### src/rtl/network_run_controller_pkg.sv
// Shared opcode/state encodings and output-path sizing for the network run controller.
package run_controller_config;

    localparam int OP_WIDTH       = 2;
    localparam int OUT_FIFO_DEPTH = 4;

    typedef enum logic [OP_WIDTH-1:0] {
        OP_NOP = 2'd0,
        OP_SPK = 2'd1,
        OP_RUN = 2'd2,
        OP_CLR = 2'd3
    } opcode_e;

    typedef enum logic [1:0] {
        S_IDLE = 2'd0,
        S_RUN  = 2'd1,
        S_CLR  = 2'd2
    } state_e;

endpackage

### src/rtl/network_run_controller_out_fifo.sv
// Small synchronous FIFO holding {last, word} results until the sink takes them.
module run_out_fifo
    import run_controller_config::*;
#(
    parameter int WIDTH = 9,
    parameter int DEPTH = OUT_FIFO_DEPTH,
    parameter int CNT_W = $clog2(DEPTH + 1)
) (
    input  logic             clk,
    input  logic             arst,
    input  logic             push,
    input  logic [WIDTH-1:0] push_data,
    input  logic             pop,
    output logic             rd_valid,
    output logic [WIDTH-1:0] rd_data,
    output logic [CNT_W-1:0] count
);

    localparam int PTR_W = (DEPTH > 1) ? $clog2(DEPTH) : 1;

    logic [WIDTH-1:0] mem_q [DEPTH];
    logic [PTR_W-1:0] wr_ptr_q;
    logic [PTR_W-1:0] rd_ptr_q;
    logic [CNT_W-1:0] count_q;
    logic             do_push;
    logic             do_pop;

    assign do_push  = push && (count_q != CNT_W'(DEPTH));
    assign do_pop   = pop && (count_q != '0);
    assign rd_valid = (count_q != '0);
    assign rd_data  = rd_valid ? mem_q[rd_ptr_q] : '0;
    assign count    = count_q;

    function automatic logic [PTR_W-1:0] ptr_inc(input logic [PTR_W-1:0] p);
        return (p == PTR_W'(DEPTH - 1)) ? '0 : p + PTR_W'(1);
    endfunction

    always_ff @(posedge clk) begin
        if (do_push) begin
            mem_q[wr_ptr_q] <= push_data;
        end
    end

    always_ff @(posedge clk or posedge arst) begin
        if (arst) begin
            wr_ptr_q <= '0;
            rd_ptr_q <= '0;
            count_q  <= '0;
        end else begin
            if (do_push) wr_ptr_q <= ptr_inc(wr_ptr_q);
            if (do_pop)  rd_ptr_q <= ptr_inc(rd_ptr_q);
            case ({do_push, do_pop})
                2'b10:   count_q <= count_q + CNT_W'(1);
                2'b01:   count_q <= count_q - CNT_W'(1);
                default: count_q <= count_q;
            endcase
        end
    end

endmodule

### src/rtl/network_run_controller.sv
// Decodes host instructions, steps the network under output credits and
// returns one {last, word} result per step to the sink.
//
// state  | meaning
// S_IDLE | accept and decode instructions
// S_RUN  | issue network steps while credits allow
// S_CLR  | one-cycle network clear pulse
module network_run_controller
    import run_controller_config::*;
#(
    parameter int NUM_INP    = 8,
    parameter int NUM_OUT    = 8,
    parameter int RUN_WIDTH  = 16,
    parameter int DATA_WIDTH = (NUM_INP > RUN_WIDTH) ? NUM_INP : RUN_WIDTH
) (
    input  logic                  clk,
    input  logic                  arst,
    input  logic                  instr_valid,
    output logic                  instr_ready,
    input  logic [OP_WIDTH-1:0]   instr_op,
    input  logic [DATA_WIDTH-1:0] instr_data,
    output logic                  net_en,
    output logic                  net_clr,
    output logic [NUM_INP-1:0]    net_inp,
    input  logic [NUM_OUT-1:0]    net_out,
    output logic                  out_valid,
    input  logic                  out_ready,
    output logic                  out_last,
    output logic [NUM_OUT-1:0]    out
);

    localparam int CNT_W = $clog2(OUT_FIFO_DEPTH + 1);
    localparam int OCC_W = CNT_W + 1;

    state_e               state_q;
    state_e               state_d;
    opcode_e              op;
    logic [NUM_INP-1:0]   pending_q;
    logic [RUN_WIDTH-1:0] remaining_q;
    logic                 first_q;
    logic                 s1_valid_q;
    logic                 s1_last_q;
    logic                 s2_valid_q;
    logic                 s2_last_q;
    logic [NUM_OUT-1:0]   s2_word_q;
    logic [CNT_W-1:0]     fifo_count;
    logic [1:0]           inflight;
    logic [OCC_W-1:0]     occupancy;
    logic                 credit_ok;
    logic                 accept;
    logic                 step_last;
    logic [NUM_INP-1:0]   spk_mask;
    logic [RUN_WIDTH-1:0] run_count;

    assign op        = opcode_e'(instr_op);
    assign spk_mask  = instr_data[NUM_INP-1:0];
    assign run_count = instr_data[RUN_WIDTH-1:0];
    assign inflight  = {1'b0, s1_valid_q} + {1'b0, s2_valid_q};
    // Everything already committed to the output path holds a FIFO slot.
    assign occupancy = OCC_W'(fifo_count) + OCC_W'(inflight);
    assign credit_ok = occupancy < OCC_W'(OUT_FIFO_DEPTH);
    assign net_inp   = (net_en && first_q) ? pending_q : '0;

    always_comb begin
        state_d     = state_q;
        instr_ready = 1'b0;
        accept      = 1'b0;
        net_en      = 1'b0;
        net_clr     = 1'b0;
        step_last   = 1'b0;
        case (state_q)
            S_IDLE: begin
                // A clear must not race results still travelling to the FIFO.
                instr_ready = !arst && !(op == OP_CLR && inflight != 2'd0);
                accept      = instr_valid && instr_ready;
                if (accept) begin
                    case (op)
                        OP_RUN:  if (run_count != '0) state_d = S_RUN;
                        OP_CLR:  state_d = S_CLR;
                        default: state_d = S_IDLE;
                    endcase
                end
            end
            S_RUN: begin
                net_en = credit_ok;
                if (net_en && remaining_q == RUN_WIDTH'(1)) begin
                    step_last = 1'b1;
                    state_d   = S_IDLE;
                end
            end
            S_CLR: begin
                net_clr = 1'b1;
                state_d = S_IDLE;
            end
            default: state_d = S_IDLE;
        endcase
    end

    always_ff @(posedge clk or posedge arst) begin
        if (arst) begin
            state_q     <= S_IDLE;
            pending_q   <= '0;
            remaining_q <= '0;
            first_q     <= 1'b0;
            s1_valid_q  <= 1'b0;
            s1_last_q   <= 1'b0;
            s2_valid_q  <= 1'b0;
            s2_last_q   <= 1'b0;
            s2_word_q   <= '0;
        end else begin
            state_q <= state_d;
            if (accept && op == OP_SPK) begin
                pending_q <= pending_q | spk_mask;
            end
            if (accept && op == OP_RUN && run_count != '0) begin
                remaining_q <= run_count;
                first_q     <= 1'b1;
            end
            if (net_en) begin
                remaining_q <= remaining_q - RUN_WIDTH'(1);
                first_q     <= 1'b0;
                if (first_q) pending_q <= '0;
            end
            if (net_clr) begin
                pending_q <= '0;
            end
            s1_valid_q <= net_en;
            s1_last_q  <= step_last;
            s2_valid_q <= s1_valid_q;
            s2_last_q  <= s1_last_q;
            s2_word_q  <= net_out;
        end
    end

    run_out_fifo #(
        .WIDTH (NUM_OUT + 1),
        .DEPTH (OUT_FIFO_DEPTH),
        .CNT_W (CNT_W)
    ) u_out_fifo (
        .clk       (clk),
        .arst      (arst),
        .push      (s2_valid_q),
        .push_data ({s2_last_q, s2_word_q}),
        .pop       (out_ready),
        .rd_valid  (out_valid),
        .rd_data   ({out_last, out}),
        .count     (fifo_count)
    );

endmodule

### config.mk
export PLATFORM = sky130hd
export DESIGN_NAME = network_run_controller
export DESIGN_NICKNAME = d
export VERILOG_FILES = /design/src/rtl/network_run_controller_pkg.sv /design/src/rtl/network_run_controller_out_fifo.sv /design/src/rtl/network_run_controller.sv
export SDC_FILE = /design/constraint.sdc
export NUM_CORES = 1
export LEC_CHECK = 0
export ABC_AREA = 1
export CAP_MARGIN = 0
export CORE_ASPECT_RATIO = 0.6
export CORE_MARGIN = 10
export CORE_UTILIZATION = 51
export CTS_CLUSTER_DIAMETER = 60
export CTS_CLUSTER_SIZE = 24
export DETAILED_ROUTE_END_ITERATION = 10
export GPL_TIMING_DRIVEN = 0
export PLACE_DENSITY = 0.8
export SLEW_MARGIN = 5
export SYNTH_ARGS = -nofsm -noshare
export SYNTH_HDL_FRONTEND = slang
export SYNTH_SLANG_ARGS = --single-unit
### constraint.sdc
create_clock -name clk -period 2.5 [get_ports clk]
set_input_delay 0.5 -clock clk [delete_from_list [all_inputs] [get_ports clk]]
set_output_delay 0.5 -clock clk [all_outputs]
set_load 0.01 [all_outputs]
==> results.json, run 1 <==
{
  "finalSetupViolations": 0,
  "clk_pin_slew_worst_paths_ns": 0.06,
  "netlist_area_um2": 3950,
  "crit_top_cell": "ha_1",
  "synth_edf_count": 36,
  "ir_drop_mv": 0.459,
  "min_period_ns": 2.40,
  "synth-seq-cells": 82,
  "power_frac_seq_pct": 35.2,
  "syn-num-nets": 484,
  "yosysTopAreaCell": "dfrtp_1",
  "cp-end-kind": "output pin",
  "fillers": 584,
  "synthArstFlopShare_pct": 56.1,
  "yosys_warnings": 0,
  "fmax_mhz": 417,
  "gp_congestion": 0.897,
  "drv_cap": 0,
  "power.switching_w": 0.00233,
  "drc_errors": 0,
  "swShare_pct": 39.9,
  "cp_top_family": "simple AND/OR/NAND/NOR gates",
  "clk_latency_ns": 0.33,
  "mostFrequentLayoutCell": "nor2_1",
  "numPortBuffers": 50,
  "row_count": 24,
  "drtAntennaViolNets": 0,
  "vias": 3295,
  "synth-simple-area-share_pct": 26.4,
  "grt_max_degree": 36,
  "synthDominantCellAreaShare_pct": 29.1,
  "ys_seq_area_share_pct": 56.5,
  "hold_viol_final": 0,
  "ys_types": 30,
  "areaGrowthSynthToFinish_pct": 24.9,
  "hp-class": "reg -> reg",
  "synth_cells": 442,
  "core_area_um2": 7390,
  "cts_tree": "yes",
  "grt_pass1_vias": 3152,
  "track_usage_pct": 17.1,
  "worstMarginPinSlew_ns": 1.00,
  "synth_xor_area_share_pct": 0.443,
  "ys.flop_type": "dfrtp_1",
  "multiInputGateArea_um2": 1490,
  "path_buf_inv": 1,
  "path_cells": "ha_1 -> ha_1 -> nand3_2 -> nand2_2 -> nor2_8 -> nand2_8 -> nor2_2 -> buf_2",
  "cts_max_path_buffers": 2,
  "synth_top_family_by_area": "simple AND/OR/NAND/NOR gates",
  "fin_nets": 551,
  "wire_per_inst_um": 16.2,
  "pwr_density_cell_nw_per_um2": 1180,
  "antenna_cells": 0,
  "combPwrFrac_pct": 42.5,
  "antenna_found_initial": 0,
  "synth.area.mux_share_pct": 0,
  "leakagePower_nw": 2.18,
  "layout-drive-gt1-share_pct": 11.5,
  "slew_headroom_pct": 33.1,
  "gr-total-overflow": 0,
  "place_ws_ns": -0.179,
  "status": "finished, final reports clean",
  "ff_latch_area_um2": 2230,
  "maxSlewViolCount": 0,
  "root_buffer": "clkbuf_16",
  "syn_area_per_cell_um2": 8.94,
  "die-area_um2": 11800,
  "cpMaxStageDelayCell": "dfrtp_1",
  "period_share_pct": 95.8,
  "initial_utilization_pct": 53.5,
  "critical_path.max_stage_delay_ns": 0.39,
  "grt_pass1_wl_mm": 15.8,
  "whs_ns": 0.349,
  "firstDrtPassIters": 6,
  "required_ns": 2.00,
  "dp_hpwl_mm": 7.11,
  "path_class": "reg -> out",
  "drt-total-wl_mm": 10.0,
  "die_x_um": 134,
  "cts_hold_buf": 0,
  "arrival_ns": 1.90,
  "pwr-share-clk_pct": 22.3,
  "crit_path_start_kind": "flip-flop",
  "drtIter0Drc": 228,
  "cts_sinks": 82,
  "worst-path-max-fanout": 9,
  "die_h_um": 88.2,
  "numCtsBuffers": 9,
  "fin_skew_ns": 0.00625,
  "cts_max_level": 3,
  "p_int_w": 0.00350,
  "pin_count": 51,
  "synth_compound_area_share_pct": 6.34,
  "routed_via_density": 5.33,
  "synth_area_leaders": "dfrtp_1 29%, edfxtp_1 27%, nor2_1 8.8%",
  "layout_common_cells": "92 x nor2_1, 68 x nand2_1, 48 x nand3_1, 46 x inv_1, 46 x dfrtp_1",
  "synth-adder-area-share_pct": 3.99,
  "fin_ws_ns": 0.104
}
[worst reg2reg max path: cells and delay by family, from the launching register on]
| family | cells | cell delay (ns) |
|---|---|---|
| simple gates | 1 | 0.79 |
| flops | 1 | 0.39 |
| compound gates | 1 | 0.37 |
| buf+inv | 2 | 0.27 |
[power groups by stage]
stage	Combinational [W]	Sequential (W)	Clock, W
after detailed placement	0.00236	0.00206	0
final	0.00248	0.00205	0.00130
after CTS	0.00241	0.00204	0.00130
after global placement	0.00226	0.00204	0
after global routing	0.00274	0.00210	0.00136
after floorplan	0.00153	0.00200	0
[metal layers]
metal | GRT usage (%) | vias to the layer above | share of wire, %
met2 | 25.8 | 135 | 44
met3 | 4.97 | 15 | 7.8
li1 | - | 1581 | -
met5 | 0 | - | 0
met4 | 5.01 | 0 | 1.2
met1 | 23.4 | 1564 | 47
[state kept, by name (all words and copies together), names as in the netlist, 2 cells and up]
register	cells
u_out_fifo.mem_q	36
u_out_fifo.wr_ptr_q	2
state_q	2
remaining_q	16
u_out_fifo.rd_ptr_q	2
s2_word_q	8
u_out_fifo.count	3
pending_q	8
[kinds of logic (layout without fill, tap and decap cells)]
family / after synthesis / after routing
AND/OR/NAND/NOR: 236 / 236
flip-flops: 82 / 82
buffers and inverters: 61 / 133
AO/OA/AOI/OAI: 49 / 49
adder cells (fa/ha/maj): 12 / 12
XOR/XNOR: 2 / 2
[per-stage QoR]
| step | area, um^2 | instances | setup TNS (ns) | power, W | util (%) |
|---|---|---|---|---|---|
| final | 4930 | 618 | 0 | 0.00583 | 66.8 |
| after global routing | 4930 | 618 | -0.0154 | 0.00620 | 66.8 |
| after CTS | 4950 | 616 | -0.00139 | 0.00575 | 67.1 |
| after detailed placement | 4600 | 597 | -1.26 | 0.00442 | 62.3 |
| after global placement | 4580 | 596 | -9.12 | 0.00431 | 62.0 |
| after floorplan | 3950 | 442 | 0 | 0.00352 | - |
[final timing paths]
kind | cells after the start | to | slack (ns) | start
setup / recovery | 8 | net_inp[5] | 0.10 | s1_valid_q$_DFF_PP0_
hold / removal | 0 | s2_last_q$_DFF_PP0_ | 0.35 | s1_last_q$_DFF_PP0_
setup reg to reg | 4 | u_out_fifo.mem_q[2][7]$_DFFE_PP_ | 0.30 | u_out_fifo.count[1]$_DFFE_PP0P_
hold reg to reg | 0 | s2_last_q$_DFF_PP0_ | 0.35 | s1_last_q$_DFF_PP0_
max in group asynchronous | 3 | s2_word_q[7]$_DFF_PP0_ | 1.56 | arst
min in group asynchronous | 2 | remaining_q[13]$_DFFE_PP0P_ | 0.50 | arst
[synthesized netlist by cell type (3+ instances only)]
library cell	count
a21oi_1	19
buf_2	4
dfrtp_1	46
edfxtp_1	36
ha_1	11
inv_1	48
inv_2	3
nand2_1	69
nand3_1	49
nand3b_1	4
nand4_1	6
nor2_1	93
nor2_2	3
nor3_1	3
o21ai_0	28
[cell type report]
class | instances | area share, %
inverters | 52 | 4.11
multi-input cells | 299 | 30.2
plain buffers | 9 | 1.57
clock buffers | 10 | 4.64
well taps | 104 | 2.64
flip-flops and latches | 82 | 45.2
clock inverters | 6 | 1.34
repair buffers | 56 | 10.2
[what timing repair did]
action                                  4_1_cts  5_1_grt
gates resized for setup                      50       13
endpoints found under the setup margin       20       10
pin swaps                                     1        2
setup buffers                                 3        2
No activity file was read; power rests on OpenSTA's default activity.
==> run 2: changes to the inputs <==
--- a/config.mk
+++ b/config.mk
@@ -7,14 +7,16 @@
 export LEC_CHECK = 0
 export ABC_AREA = 1
 export CAP_MARGIN = 0
+export CELL_PAD_IN_SITES_DETAIL_PLACEMENT = 1
+export CELL_PAD_IN_SITES_GLOBAL_PLACEMENT = 1
 export CORE_ASPECT_RATIO = 0.6
 export CORE_MARGIN = 10
-export CORE_UTILIZATION = 51
+export CORE_UTILIZATION = 42
 export CTS_CLUSTER_DIAMETER = 60
 export CTS_CLUSTER_SIZE = 24
 export DETAILED_ROUTE_END_ITERATION = 10
 export GPL_TIMING_DRIVEN = 0
-export PLACE_DENSITY = 0.8
+export PLACE_DENSITY = 0.85
 export SLEW_MARGIN = 5
 export SYNTH_ARGS = -nofsm -noshare
 export SYNTH_HDL_FRONTEND = slang
==> results.json, run 2 (synthesis results as in run 1) <==
{
  "critical_path.max_stage_delay_ns": 0.38,
  "grt_max_degree": 24,
  "whs_ns": 0.304,
  "vias": 3638,
  "gr-total-overflow": 0,
  "hold_viol_final": 0,
  "grtUsageMet1_pct": 26.3,
  "die-area_um2": 13800,
  "fillers": 1060,
  "period_share_pct": 99.6,
  "die_x_um": 145,
  "drtIter0Drc": 474,
  "initial_utilization_pct": 43.1,
  "worst-path-max-fanout": 5,
  "track_usage_pct": 20.9,
  "largest-register": "u_out_fifo.mem_q",
  "layout_common_cells": "87 x nor2_1, 68 x nand2_1, 48 x nand3_1, 46 x inv_1, 45 x dfrtp_1",
  "hp-class": "in -> async",
  "numCtsBuffers": 9,
  "worstMarginPinSlew_ns": 0.990,
  "instances_no_fill": 651,
  "cts_max_path_buffers": 2,
  "busiest_layer": "met2",
  "cts_hold_buf": 0,
  "reg.largest.list": "u_out_fifo.mem_q x36, remaining_q x16",
  "min_period_ns": 2.49,
  "grt_pass1_vias": 3804,
  "multiInputGateArea_um2": 1540,
  "grt_util_met3_pct": 4.68,
  "antenna_cells": 0,
  "fin_nets": 558,
  "die_h_um": 95.1,
  "drv_cap": 0,
  "firstDrtPassIters": 5,
  "drt-total-wl_mm": 14.8,
  "required_ns": 2.00,
  "cts_max_level": 3,
  "dpl.cell_count": 623,
  "fin_ws_ns": 0.00935,
  "mostFrequentLayoutCell": "nor2_1",
  "clk_pin_slew_worst_paths_ns": 0.07,
  "layout-drive-gt1-share_pct": 14.6,
  "arrival_ns": 1.99,
  "antenna_found_initial": 0,
  "cp-end-kind": "output pin",
  "fin_util_pct": 55.5,
  "areaGrowthSynthToFinish_pct": 28.6,
  "maxSlewViolCount": 0,
  "path_class": "reg -> out",
  "clk_latency_ns": 0.35,
  "finalSetupViolations": 0,
  "use_met2_pct": 35.1,
  "cpMaxStageDelayCell": "dfrtp_1",
  "ir_drop_mv": 0.609,
  "numPortBuffers": 50,
  "largest_register_ffs": 36,
  "root_buffer": "clkbuf_16",
  "core_area_um2": 9160,
  "place_ws_ns": -0.495,
  "slew_headroom_pct": 33.8,
  "path_cells": "buf_4 -> inv_1 -> ha_1 -> nand3_2 -> nand2_2 -> nor2_8 -> nand2_4 -> nor2_4 -> buf_2",
  "pin_count": 51,
  "wire_per_inst_um": 22.7,
  "cts_sinks": 82,
  "gp_congestion": 0.888,
  "cts_tree": "yes",
  "pwr_density_cell_nw_per_um2": 1260,
  "drc_errors": 0,
  "dp_hpwl_mm": 8.97,
  "drtAntennaViolNets": 0,
  "crit_path_start_kind": "flip-flop",
  "row_count": 27,
  "fin_skew_ns": 0.00861,
  "fmax_mhz": 402,
  "grt_pass1_wl_mm": 22.2,
  "ff_latch_area_um2": 2230,
  "status": "finished, final reports clean",
  "leakagePower_nw": 2.22,
  "routed_via_density": 5.59
}
==> run 2: changes by cell type in the layout (fill, tap and decap cells not counted), sizes merged <==
cell and delta:
buf +6, bufinv +1, clkbuf -2, clkdlybuf4s15 +2, clkdlybuf4s50 -1, clkinv +1
dlygate4sd2 -1, nand2 +1
==> run 2: power breakdown <==
group / total, W / internal [W] / switching (W) / leakage [nW]
sequential: 0.00212 / 0.00182 / 0.000303 / 0.892
clock: 0.00133 / 0.000766 / 0.000560 / 0.134
combinational: 0.00295 / 0.00104 / 0.00191 / 1.19
total: 0.00639 / 0.00362 / 0.00277 / 2.22
==> run 2: worst max-delay path: cells and delay by family, from the launching register on <==
family | cells | cell delay, ns
fa+ha+maj | 1 | 0.25
flops | 1 | 0.38
buf+inv | 3 | 0.35
simple gates | 5 | 0.65
==> run 2: per-stage QoR <==
stage          TNS (ns)  total power (W)  instance area [um^2]
6_report              0          0.00639                  5080
5_1_grt          -0.412          0.00675                  5080
4_1_cts               0          0.00609                  5010
3_5_place_dp      -2.30          0.00457                  4630
3_3_place_gp     -16.75          0.00437                  4610
2_1_floorplan         0          0.00352                  3950
==> run 2: final cells by class <==
| class | instances | area share, % |
|---|---|---|
| Inverter | 52 | 4.46 |
| Clock inverter | 6 | 1.13 |
| Multi-Input combinational cell | 300 | 30.4 |
| Timing Repair inverter | 2 | 0.345 |
| Timing Repair Buffer | 60 | 10.3 |
| Buffer | 9 | 1.70 |
| Tap cell | 130 | 3.20 |
| Sequential cell | 82 | 44.0 |
| Clock buffer | 10 | 4.51 |
==> run 2: repair_timing <==
item / 4_1_cts / 5_1_grt
endpoints found under the setup margin: 20 / 49
pin swaps: 3 / 3
gates cloned: 2 / 1
buffers inserted: 7 / 3
gates resized for setup: 71 / 16
==> run 2: layer usage <==
layer / vias up / wire, um / part of all wire, %
li1: 1593 / - / -
met1: 1836 / 6260 / 42
met2: 168 / 7040 / 48
met3: 41 / 1030 / 7.0
met4: 0 / 417 / 2.8
met5: - / 0 / 0
==> run 2: path summary, 6_finish.rpt <==
kind	from	end	slack (ns)	cells past startpoint
setup / recovery	s1_valid_q$_DFF_PP0_	net_inp[5]	0.009	9
hold / removal	arst	s1_last_q$_DFF_PP0_	0.30	2
setup reg to reg	u_out_fifo.count[1]$_DFFE_PP0P_	u_out_fifo.mem_q[1][8]$_DFFE_PP_	0.13	4
hold reg to reg	s1_last_q$_DFF_PP0_	s2_last_q$_DFF_PP0_	0.40	0
max in group asynchronous	arst	pending_q[1]$_DFF_PP0_	1.95	2
min in group clk	s1_last_q$_DFF_PP0_	s2_last_q$_DFF_PP0_	0.40	0
